==> config.mk <==
export PLATFORM = sky130hd
export DESIGN_NAME = uart_tx
export DESIGN_NICKNAME = d
export VERILOG_FILES = /design/src/rtl/uart_tx.sv
export SDC_FILE = /design/constraint.sdc
export NUM_CORES = 1
export LEC_CHECK = 0
export BUFFER_PORTS_ARGS = -buffer_cell sky130_fd_sc_hd__buf_2
export CORE_UTILIZATION = 35
export CTS_BUF_LIST = sky130_fd_sc_hd__clkbuf_8
export DETAILED_ROUTE_END_ITERATION = 10
export SYNTH_ARGS = -nofsm -noshare
export SYNTH_HDL_FRONTEND = slang
export SYNTH_SLANG_ARGS = --single-unit
==> constraint.sdc <==
create_clock -name clk -period 2.73 [get_ports clk]
set_clock_uncertainty 0.15 [all_clocks]
set_input_delay 0.273 -clock clk [delete_from_list [all_inputs] [get_ports clk]]
set_output_delay 0.273 -clock clk [all_outputs]
set_load 0.01 [all_outputs]
==> src/rtl/uart_tx.sv <==
// 8N1 UART transmitter fed by a small FIFO on a valid/ready handshake.
// Idle-high registered tx line; frames run back-to-back while bytes are queued.
module uart_tx #(
   parameter int CLKS_PER_BIT = 868,
   parameter int FIFO_DEPTH   = 4
) (
   input  logic       clk,
   input  logic       rst,
   input  logic [7:0] tx_data,
   input  logic       tx_valid,
   output logic       tx_ready,
   output logic       tx,
   output logic       busy
);

   localparam int BW    = $clog2(CLKS_PER_BIT);
   localparam int PW    = $clog2(FIFO_DEPTH);
   localparam int CW    = PW + 1;
   localparam logic [BW-1:0] BAUD_MAX = BW'(CLKS_PER_BIT - 1);
   localparam logic [CW-1:0] CNT_FULL = CW'(FIFO_DEPTH);

   typedef enum logic [1:0] {IDLE, START, DATA, STOP} state_t;

   // FIFO
   logic [7:0]    mem [FIFO_DEPTH];
   logic [PW-1:0] wr_ptr, rd_ptr;
   logic [CW-1:0] count;
   logic          fifo_full, fifo_empty, push, pop;
   logic [7:0]    fifo_rd;

   assign fifo_full  = (count == CNT_FULL);
   assign fifo_empty = (count == '0);
   assign fifo_rd    = mem[rd_ptr];
   assign tx_ready   = !rst && !fifo_full;
   assign push       = tx_valid && tx_ready;

   always_ff @(posedge clk) begin
      if (push) mem[wr_ptr] <= tx_data;
   end

   always_ff @(posedge clk) begin
      if (rst) begin
         wr_ptr <= '0;
         rd_ptr <= '0;
         count  <= '0;
      end else begin
         if (push) wr_ptr <= wr_ptr + 1'b1;
         if (pop)  rd_ptr <= rd_ptr + 1'b1;
         case ({push, pop})
            2'b10:   count <= count + 1'b1;
            2'b01:   count <= count - 1'b1;
            default: count <= count;
         endcase
      end
   end

   // Serialiser
   state_t        state, state_n;
   logic [BW-1:0] baud_cnt, baud_n;
   logic [2:0]    bit_idx, bit_n;
   logic [7:0]    shreg, shreg_n;
   logic          tx_n, baud_end;

   assign baud_end = (baud_cnt == BAUD_MAX);
   assign busy     = (state != IDLE) || !fifo_empty;

   always_ff @(posedge clk) begin
      if (rst) begin
         state    <= IDLE;
         baud_cnt <= '0;
         bit_idx  <= '0;
         shreg    <= '0;
         tx       <= 1'b1;
      end else begin
         state    <= state_n;
         baud_cnt <= baud_n;
         bit_idx  <= bit_n;
         shreg    <= shreg_n;
         tx       <= tx_n;
      end
   end

   always_comb begin
      state_n = state;
      baud_n  = baud_cnt;
      bit_n   = bit_idx;
      shreg_n = shreg;
      tx_n    = tx;
      pop     = 1'b0;
      case (state)
         IDLE: begin
            tx_n   = 1'b1;
            baud_n = '0;
            if (!fifo_empty) begin
               pop     = 1'b1;
               shreg_n = fifo_rd;
               tx_n    = 1'b0;
               state_n = START;
            end
         end
         START: begin
            if (baud_end) begin
               baud_n  = '0;
               bit_n   = '0;
               tx_n    = shreg[0];
               state_n = DATA;
            end else begin
               baud_n = baud_cnt + 1'b1;
            end
         end
         DATA: begin
            if (baud_end) begin
               baud_n = '0;
               if (bit_idx == 3'd7) begin
                  tx_n    = 1'b1;
                  state_n = STOP;
               end else begin
                  // shift so the next data bit is always at shreg[1] -> shreg[0]
                  bit_n   = bit_idx + 1'b1;
                  shreg_n = {1'b0, shreg[7:1]};
                  tx_n    = shreg[1];
               end
            end else begin
               baud_n = baud_cnt + 1'b1;
            end
         end
         STOP: begin
            if (baud_end) begin
               baud_n = '0;
               if (!fifo_empty) begin
                  pop     = 1'b1;
                  shreg_n = fifo_rd;
                  tx_n    = 1'b0;
                  state_n = START;
               end else begin
                  state_n = IDLE;
               end
            end else begin
               baud_n = baud_cnt + 1'b1;
            end
         end
         default: begin
            tx_n    = 1'b1;
            baud_n  = '0;
            state_n = IDLE;
         end
      endcase
   end

endmodule
After elaboration in Yosys (flattened, before gate mapping):

Memory sizes are Yosys's and may differ from the RTL's. A register that Yosys moved wholly into a read port is not among the register bits.
Index checks and enable logic that the tools add are counted.

* logic and storage cells: 80
* input port bits: 11
* memories: 1
* bits in registers: 31
* bits in writable memories: 32
* output and inout port bits: 3

Memory list
* mem: depth 4, width 8, rd ports 1, clocked after memory_dff 1, write ports 1, line 25 `logic [7:0] mem [FIFO_DEPTH];`

* equal/unequal tests: 15
* add/subtract/negate cells: 6
* muxes and demuxes: 33
* reduce and logical (&&, ||, !) cells: 17

Operators by type and width (count)
* two-way mux 8 bit: 4
* one-hot mux 8 bit (3 select lines): 1
* one-hot mux 10 bit (2 select lines): 1
* two-way mux 2 bit: 7
* inequality test 2 bit (second input constant): 7
* one-hot mux 3 bit (2 select lines): 2
* AND reduction 4 bit: 3
* two-way mux 1 bit: 11
* adder 10 x 1 -> 10 bit (second input constant): 1
* == test 10 bit (second input constant): 1
* two-way mux 10 bit: 1
* two-way mux 3 bit: 3
* one-hot mux 2 bit (4 select lines): 1
* adder 3 x 1 -> 3 bit (second input constant): 2
* == test 2 bit (second input constant): 3
* == test 3 bit (second input constant): 2
* nonzero test 2 bit: 3
* AND reduction 5 bit: 1
* adder 2 x 1 -> 2 bit (second input constant): 2
* == test 2 x 1 -> 1 bit (second input constant): 2
* one-hot mux 1 bit (4 select lines): 1
* logical NOT 1 bit: 3
* logical NOT 3 bit: 1
* nonzero test 3 bit: 1
* 6 further kinds: 7

Longest topological paths before layout:

Gate-level depths: netlist of run 1.

* depth in word-level cells: 6
* depth in mapped cells: 10
* gate-level depth less buffers: 10

Least setup slack after synthesis of run 1:

Ideal clock, no wire load.

* path kind: reg2reg
* start point: register baud_cnt[0]
* end point: register count[2]
* path buffers: 0
* arrival time: 2.353 ns
* required time: 2.510 ns
* path slack: 0.157 ns
* clock period less this slack: 2.573 ns
* setup time: 0.070 ns
* cell stages (with the launch flop): 11
* cells stage by stage: dfxtp_1 -> ha_1 -> nor3b_4 -> a41oi_1 -> nor2_1 -> ha_1 -> inv_1 -> fa_1 -> xor2_1 -> or3_1 -> a21oi_1

* longest elaborated chain between the ends: 5
* elaborated cells on any way between the ends: 7
* classes of those cells: 3 x eq/ne; 3 x mux; 1 x reduce/logical

Ends and longest elaborated chain
* start: declaration: line 59 `logic [BW-1:0] baud_cnt, baud_n;`
* start signal: assignment: line 76 `baud_cnt <= baud_n;`
* == test 10 bit (*): line 64 `assign baud_end = (baud_cnt == BAUD_MAX);`
* two-way mux 1 bit (*): line 128 `if (baud_end) begin`
* one-hot mux 1 bit (2 select lines) (*): line 90 `case (state)`
* named net pop: line 28 `logic fifo_full, fifo_empty, push, pop;`
* == test 2 x 1 -> 1 bit or == test 2 bit (tied branches): line 49 `case ({push, pop})`
* one-hot mux 3 bit (2 select lines) or nonzero test 2 bit (tied branches)
* end signal: assignment: line 50 `2'b10: count <= count + 1'b1;`
* end signal: assignment: line 51 `2'b01: count <= count - 1'b1;`
* end signal: assignment: line 52 `default: count <= count;`
* end: declaration: line 27 `logic [CW-1:0] count;`

Mark *: on every way through the listed nets, which the timed path passes. The rest lies on a longest branch.
A chain may end at the register's enable or synchronous reset.

Final worst setup path of run 1:

* start point: register state[0]
* end point: register count[2]

* longest elaborated chain between the ends: 4
* elaborated cells on any way between the ends: 7
* classes of those cells: 3 x eq/ne; 2 x mux; 2 x reduce/logical

Ends and longest elaborated chain
* start: declaration: line 58 `state_t state, state_n;`
* start signal: assignment: line 75 `state <= state_n;`
* == test 2 bit or logical NOT 2 bit (tied branches): line 90
* one-hot mux 1 bit (2 select lines) (*): line 90
* named net pop: line 28
* == test 2 x 1 -> 1 bit or == test 2 bit (tied branches): line 49
* one-hot mux 3 bit (2 select lines) or nonzero test 2 bit (tied branches)

Marked as above.

==> run summary, run 1 <==
- 93.77% — post-route fraction of the period consumed by the critical path
- 11.90 um2 — Post-Syn Area per Cell
- 0.7633 — gp weighted congestion
- sky130_fd_sc_hd__edfxtp_1, sky130_fd_sc_hd__dfxtp_1, sky130_fd_sc_hd__a21oi_1, sky130_fd_sc_hd__nor2_1, sky130_fd_sc_hd__buf_2 — commonest non-fill, non-tap cells in the layout
- 93.27 um — width of the chip
- sky130_fd_sc_hd__clkbuf_8 — library cell used as clock root buffer
- 0 — ANT cells
- 33.95% — switching part of the total power
- 0.3907 GHz — highest attainable clock frequency
- 14 — number of placed I/O pins
- 93.27 um — Die H
- 1804 — via count of the first global-routing pass
- sky130_fd_sc_hd__fa_1 — slowest CP cell
- 65 — sinks on the clock net
- 13 — number of buffers inserted by port buffering
- sky130_fd_sc_hd__inv_1 — cell repeated most along the worst path
- 8.383 mm — first-pass GRT wire length
- 297 — Layout Nets
- 2 — Bufs on Longest Clock Path
- register — crit path launch type
- 36.96% — effective utilization at floorplan
- sky130_fd_sc_hd__edfxtp_1 — leading cell type in the layout, fill and taps excluded
- 379 — non-filler instance count after layout
- 65 — number of synthesized register bits
- 1085 ps — actual slew at the worst max-slew pin
- 25.1% — Clock power frac
- 32 — EDFF count, synth
- 0 — max capacitance violation total
- 0 — overall overflow remaining after global route
- 41.0% — sequential share of power
- 340 ps — later-pin clock latency in the skew report
- 8698 um2 — floorplan die area
- 438.5 uV — Max VDD drop
- false — RSZ-0062 raised after global routing
- 7888 um2 — Core Footprint
- input pin to register — worst min path class
- 4.852 mm — final routed wirelength across all metal layers
- 5 — critical path peak fanout
- 0 — initial antenna violation count
- 0.003146 W — overall power consumption
- 12.80 um — WL/cell
- 70 ps — clock transition time at the flip-flop clock pins of the worst setup and hold paths
- 370 ps — delay of the slowest critical-path stage
- 0.002078 W — Internal
- register to register — critical path start-end classification
- 355 — number of placed cells counting well taps
- inv_1 > ha_1 > nand2b_2 > nor2_2 > ha_2 > inv_1 > fa_1 > xor2_1 > or3_1 > a21oi_1 — list of cells traversed by the critical path
- 0 — Setup-failing EPs final
- 22.02% — layout cells sized above 1
- 42 — Netlist cell types
- 0% — Async S/R FF share, synth
- 9 — number of clock buffers inserted by TritonCTS
- 0.001068 W — switching power of the nets
- 4.881 — vias per cell
- finished clean — status
- 1.164 nW — reported leakage power
- 83 — DRC violation total after the first TritonRoute iteration
- 3 — CTS H-Tree Depth
- 27 — maximum number of pins on one net before global-route repair
- register — critical path capture point type
- 0 — Antenna Violating Nets Remaining
- 2850 ps — Crit path required time
- 0 — total count of max-transition violations in the final report
- 16.09% — Area Overhead vs Synth
- 55.62% — portion of the post-synthesis area used by sequential elements
- built — clock tree from TritonCTS
- 1850 — total vias in the final route
- 22.84 ps — final worst hold slack
- 0 — hold violation count in the final report
- 33.9% — share of total power in combinational logic
- 4 — first-pass detailed-route iteration total
- 0 — DRC violations left
- 2915 um2 — post-synthesis instance area
- sky130_fd_sc_hd__dfxtp_1 — primary flip-flop cell chosen by synthesis mapping
- 32 — standard-cell row count
- 929.5 nW/um2 — power density over the cells
- 2560 ps — final critical delay including setup and external delays
- 3.331 mm — HPWL after DPL
- 0 ps — setup total negative slack
- 12.81% — gr usage total
- 245 — Syn Inst Count
- 270 — synthesized net count
- 0 — Synth warnings
- 2680 ps — Crit path arrival time
- 27.36% — tightest slew margin relative to the limit
layer usage:
layer  GRT usage, %  routed length, um  vias up
li1               -                  -      946
met1          15.33               2258      871
met2          20.40               2350       23
met3          3.902                139       10
met4          7.308                104        0
met5              0                  0        -
Yosys cell counts (5+ instances only):
library cell               number  area (um2)
sky130_fd_sc_hd__xor2_1         7       61.31
sky130_fd_sc_hd__nor2_1        21       78.83
sky130_fd_sc_hd__nand2_1       10       37.54
sky130_fd_sc_hd__or3_1          5       31.28
sky130_fd_sc_hd__inv_1         11       41.29
sky130_fd_sc_hd__mux4_2         8       180.2
sky130_fd_sc_hd__and2_1         5       31.28
sky130_fd_sc_hd__o21ai_0       12       60.06
sky130_fd_sc_hd__dfxtp_1       33       660.6
sky130_fd_sc_hd__mux2i_1        8       80.08
sky130_fd_sc_hd__or3_2          6       45.04
sky130_fd_sc_hd__ha_1          13       162.7
sky130_fd_sc_hd__edfxtp_1      32       960.9
sky130_fd_sc_hd__a21oi_1       21       105.1
sky130_fd_sc_hd__nand4_1        5       31.28
sky130_fd_sc_hd__buf_2          6       30.03
path summary, 6_finish.rpt:
kind	start	end	slack, ps	cells past startpoint
setup / recovery	state[0]$_SDFFE_PP0P_	count[2]$_SDFFE_PP0P_	170	10
hold / removal	tx_data[1]	mem[1][1]$_DFFE_PP_	20	1
setup reg to reg	state[0]$_SDFFE_PP0P_	count[2]$_SDFFE_PP0P_	170	10
hold reg to reg	baud_cnt[0]$_SDFF_PP0_	baud_cnt[0]$_SDFF_PP0_	300	1
flip-flops by register name, indices dropped and copies added, names as in the netlist, named ones only:
signal / count
bit_idx: 3
shreg: 8
mem: 32
tx: 1
baud_cnt: 10
count: 3
rd_ptr: 2
wr_ptr: 2
state: 2
cell families (layout without fill, tap and decap cells):
logic type | after synthesis | after routing | share of synthesized area [%]
buffers and inverters | 22 | 54 | 3.262
AND/OR/NAND/NOR | 71 | 71 | 13.48
XOR/XNOR | 11 | 11 | 3.305
AO/OA/AOI/OAI | 46 | 46 | 9.142
multiplexers | 16 | 16 | 8.927
flip-flops | 65 | 65 | 55.62
adder cells (fa/ha/maj) | 14 | 14 | 6.266
power groups by stage:
stage	Clock [W]	Combinational [W]	Sequential, W
after CTS	0.000812	0.00105	0.00129
after global placement	0	0.00103	0.00130
after global routing	0.000857	0.00121	0.00131
after detailed placement	0	0.00104	0.00131
final	0.000789	0.00107	0.00129
after floorplan	0	0.000837	0.00126
stage by stage:
stage	area (um2)	setup WS (ps)	util (%)
5_1_grt	3385	32.25	42.91
6_report	3385	170.2	42.91
4_1_cts	3364	82.76	42.66
3_3_place_gp	3099	200.6	39.29
2_1_floorplan	2915	156.9	-
3_5_place_dp	3099	108.0	39.29
what timing repair did:
| action | CTS | global route |
|---|---|---|
| buffers inserted | 0 | 1 |
| endpoints found under the hold margin | 28 | 0 |
| setup endpoints to repair | 0 | 1 |
| hold buffers | 7 | 0 |
| resized for setup | 0 | 7 |
worst max-delay path, delay by kind of cell, from the launching register on:
| kind | cells | cell delay, ps |
|---|---|---|
| xor gates and xnor gates | 1 | 180 |
| and+or+nand+nor | 3 | 660 |
| adders and majority gates | 3 | 870 |
| DFF | 1 | 350 |
| buffers and inverters | 2 | 140 |
| AOI/OAI and AO/OA | 1 | 150 |
cell type report:
| cell class | instances | area (um2) |
|---|---|---|
| multi-input combinational | 158 | 1206 |
| clock buffer | 9 | 123.9 |
| clock inverter | 7 | 71.32 |
| tap | 102 | 127.6 |
| sequential | 65 | 1627 |
| fill | 732 | 4503 |
| timing repair buffer | 27 | 187.7 |
| inverter | 11 | 41.29 |
Power figures use the tool's default switching activity.
==> run 2: changes to the inputs <==
--- a/config.mk
+++ b/config.mk
@@ -5,6 +5,7 @@
 export SDC_FILE = /design/constraint.sdc
 export NUM_CORES = 1
 export LEC_CHECK = 0
+export ABC_AREA = 1
 export BUFFER_PORTS_ARGS = -buffer_cell sky130_fd_sc_hd__buf_2
 export CORE_UTILIZATION = 35
 export CTS_BUF_LIST = sky130_fd_sc_hd__clkbuf_8
==> constraint.sdc (replaced) <==
create_clock -name clk -period 2.61 [get_ports clk]
set_clock_uncertainty 0.15 [all_clocks]
set_input_delay 0.261 -clock clk [delete_from_list [all_inputs] [get_ports clk]]
set_output_delay 0.261 -clock clk [all_outputs]
set_load 0.01 [all_outputs]
==> run summary, run 2 <==
- sky130_fd_sc_hd__nand2_1 — leading cell type in the layout, fill and taps excluded
- mem — register containing the most flip-flops in the final layout
- 19.44 ps — final worst hold slack
- 94.18 um — width of the chip
- met4 — highest signal layer in the routed design
- 2314 ps — final critical delay including setup and external delays
- sky130_fd_sc_hd__edfxtp_1 — Synth area leader
- 2231 — total vias in the final route
- 4 — critical path peak fanout
- 32.31% — portion of synthesized cell area occupied by the leading cell type
- built — clock tree from TritonCTS
- 0.002203 W — Internal
- 0 — Setup-failing EPs final
- 1.397 nW — reported leakage power
- 0.8028 — gp weighted congestion
- 37.1% — sequential share of power
- 3 — CTS H-Tree Depth
- sky130_fd_sc_hd__nand2_1 — dominant cell by count in the synthesized netlist
- 8217 um2 — Core Footprint
- 0 — initial antenna violation count
- register — critical path capture point type
- 2.681 mm — met1 wire length
- 17.59% — Area Overhead vs Synth
- 403 — Layout Nets
- 65 — sinks on the clock net
- 0 — max capacitance violation total
- 2075 — via count of the first global-routing pass
- 3.794 mm — HPWL after DPL
- 32 — EDFF count, synth
- 0% — Async S/R FF share, synth
- 37.15% — switching part of the total power
- 2974 um2 — post-synthesis instance area
- 433.5 ps — actual slew at the worst max-slew pin
- 54.52% — portion of the post-synthesis area used by sequential elements
- 11.28 um — WL/cell
- 13.81% — gr usage total
- 32 — flip-flop count of the largest register, all copies and words added
- 94.18 um — Die H
- 33 — standard-cell row count
- sky130_fd_sc_hd__clkbuf_8 — library cell used as clock root buffer
- 346 — Syn Inst Count
- 0.003505 W — overall power consumption
- 2.568 mm — Met2 Wirelength
- 1002 nW/um2 — power density over the cells
- 0 — hold violation count in the final report
- 371 — synthesized net count
- 0 — ANT cells
- 65 — number of synthesized register bits
- sky130_fd_sc_hd__edfxtp_1, sky130_fd_sc_hd__dfxtp_1, sky130_fd_sc_hd__nand2_1, sky130_fd_sc_hd__nor2_1, sky130_fd_sc_hd__o21ai_0 — leading cell types by total area after synthesis
- 0.001302 W — switching power of the nets
- 28 — Netlist cell types
- 0 — DRC violations left
- 70 ps — clock transition time at the flip-flop clock pins of the worst setup and hold paths
- 142 um — WL met3
- 372.9 uV — Max VDD drop
- 4.572 — vias per cell
- 14 — number of placed I/O pins
- 0 ps — setup total negative slack
- 2380 ps — Crit path arrival time
- 71.07% — tightest slew margin relative to the limit
- 36.2% — share of total power in combinational logic
- 8.596 um2 — Post-Syn Area per Cell
- 88.65% — post-route fraction of the period consumed by the critical path
- 0 — overall overflow remaining after global route
- register — crit path launch type
- 2680 ps — Crit path required time
- 9.211 mm — first-pass GRT wire length
- 13.84% — layout cells sized above 1
- 5.503 mm — final routed wirelength across all metal layers
- 26.7% — Clock power frac
- finished clean — status
- 36.20% — effective utilization at floorplan
- 8870 um2 — floorplan die area
- sky130_fd_sc_hd__dfxtp_1 — primary flip-flop cell chosen by synthesis mapping
- 13 — number of buffers inserted by port buffering
- 0 — Synth warnings
- input pin to register — worst min path class
- 5 — first-pass detailed-route iteration total
- 2 — Bufs on Longest Clock Path
- 0 — total count of max-transition violations in the final report
- 330 ps — later-pin clock latency in the skew report
- 9 — number of clock buffers inserted by TritonCTS
- 0 — Antenna Violating Nets Remaining
- 77 — DRC violation total after the first TritonRoute iteration
- sky130_fd_sc_hd__nand2_1, sky130_fd_sc_hd__nor2_1, sky130_fd_sc_hd__inv_1 — most numerous cell types in the synthesized netlist
- false — RSZ-0062 raised after global routing
- sky130_fd_sc_hd__nand2_1, sky130_fd_sc_hd__nor2_1, sky130_fd_sc_hd__inv_1, sky130_fd_sc_hd__o21ai_0, sky130_fd_sc_hd__edfxtp_1 — commonest non-fill, non-tap cells in the layout
- register to register — critical path start-end classification
- 0.4322 GHz — highest attainable clock frequency
- mem x32, baud_cnt x10, shreg x8 — top flop regs
- 20 — maximum number of pins on one net before global-route repair
## run 2: cell types whose count changed after synthesis, moves of 4 or more
cell                      delta
sky130_fd_sc_hd__and2_1      -5
sky130_fd_sc_hd__inv_1      +25
sky130_fd_sc_hd__mux2i_1     -8
sky130_fd_sc_hd__mux4_2      -8
sky130_fd_sc_hd__nand2_1    +59
sky130_fd_sc_hd__nand3_1    +10
sky130_fd_sc_hd__nor2_1     +39
sky130_fd_sc_hd__o21ai_0    +22
sky130_fd_sc_hd__or3_1       -5
sky130_fd_sc_hd__or3_2       -6
sky130_fd_sc_hd__xnor2_1     -4
sky130_fd_sc_hd__xor2_1      -6
## run 2: worst paths after layout
check,cells after the start,slack [ps],start,end
worst min-delay path,2,20,rst,bit_idx[1]$_SDFFE_PP0P_
worst max register to register,12,300,state[1]$_SDFFE_PP0P_,count[2]$_SDFFE_PP0P_
worst min register to register,1,280,baud_cnt[0]$_SDFF_PP0_,baud_cnt[0]$_SDFF_PP0_
worst max-delay path,12,300,state[1]$_SDFFE_PP0P_,count[2]$_SDFFE_PP0P_
## run 2: worst max-delay path, cell delays in order (launching register included)
cell	delay [ps]
sky130_fd_sc_hd__dfxtp_1	380
sky130_fd_sc_hd__ha_1	180
sky130_fd_sc_hd__inv_1	70
sky130_fd_sc_hd__a21oi_2	130
sky130_fd_sc_hd__nand3_1	110
sky130_fd_sc_hd__a21oi_1	140
sky130_fd_sc_hd__ha_1	150
sky130_fd_sc_hd__inv_1	60
sky130_fd_sc_hd__fa_1	370
sky130_fd_sc_hd__a21oi_1	140
sky130_fd_sc_hd__o21ai_0	110
sky130_fd_sc_hd__o21ai_0	150
sky130_fd_sc_hd__a21oi_1	50
## run 2: timing repair
| action | in CTS | in global routing |
|---|---|---|
| gates resized for setup | 0 | 5 |
| setup endpoints to repair | 0 | 1 |
| hold buffers | 8 | 0 |
| buffers inserted | 0 | 0 |
| endpoints found under the hold margin | 32 | 0 |
## run 2: logic make-up after synthesis
kind of cell	after synthesis	synth area share, %
and+or+nand+nor	159	22.09
DFF	65	54.52
AOI/OAI and AO/OA	58	10.31
buffers and inverters	49	6.647
adders and majority gates	14	6.142
xor gates and xnor gates	1	0.2945
## run 2: metrics by stage
step	util (%)	instance area, um2	instances	setup slack, ps
5_1_grt	42.56	3497	488	22.97
6_report	42.56	3497	488	296.3
2_1_floorplan	-	2974	346	397.6
3_5_place_dp	38.78	3187	464	199.7
4_1_cts	42.44	3487	488	197.1
3_3_place_gp	38.78	3187	464	258.8
## run 2: layout make-up
class                      count  area, um2
clock buffer                   9      123.9
clock inverter                 7      96.34
fill                         788       4720
inverter                      41      153.9
multi-input combinational    232       1161
sequential                    65       1625
tap                          105      131.4
timing repair buffer          29      205.2
## run 2: layer usage
metal  up-vias  GRT usage (%)
met4         0          8.077
met3        10          2.913
met1       995          17.25
met2        35          21.86
li1       1191              -
met5         -              0
## run 2: power by group through the flow
stage | combinational (W) | sequential (W) | clock (W)
floorplan | 0.00103 | 0.00129 | 0
global placement | 0.00125 | 0.00131 | 0
detailed placement | 0.00126 | 0.00132 | 0
CTS | 0.00127 | 0.00130 | 0.000959
global route | 0.00149 | 0.00132 | 0.00100
finish | 0.00127 | 0.00130 | 0.000935
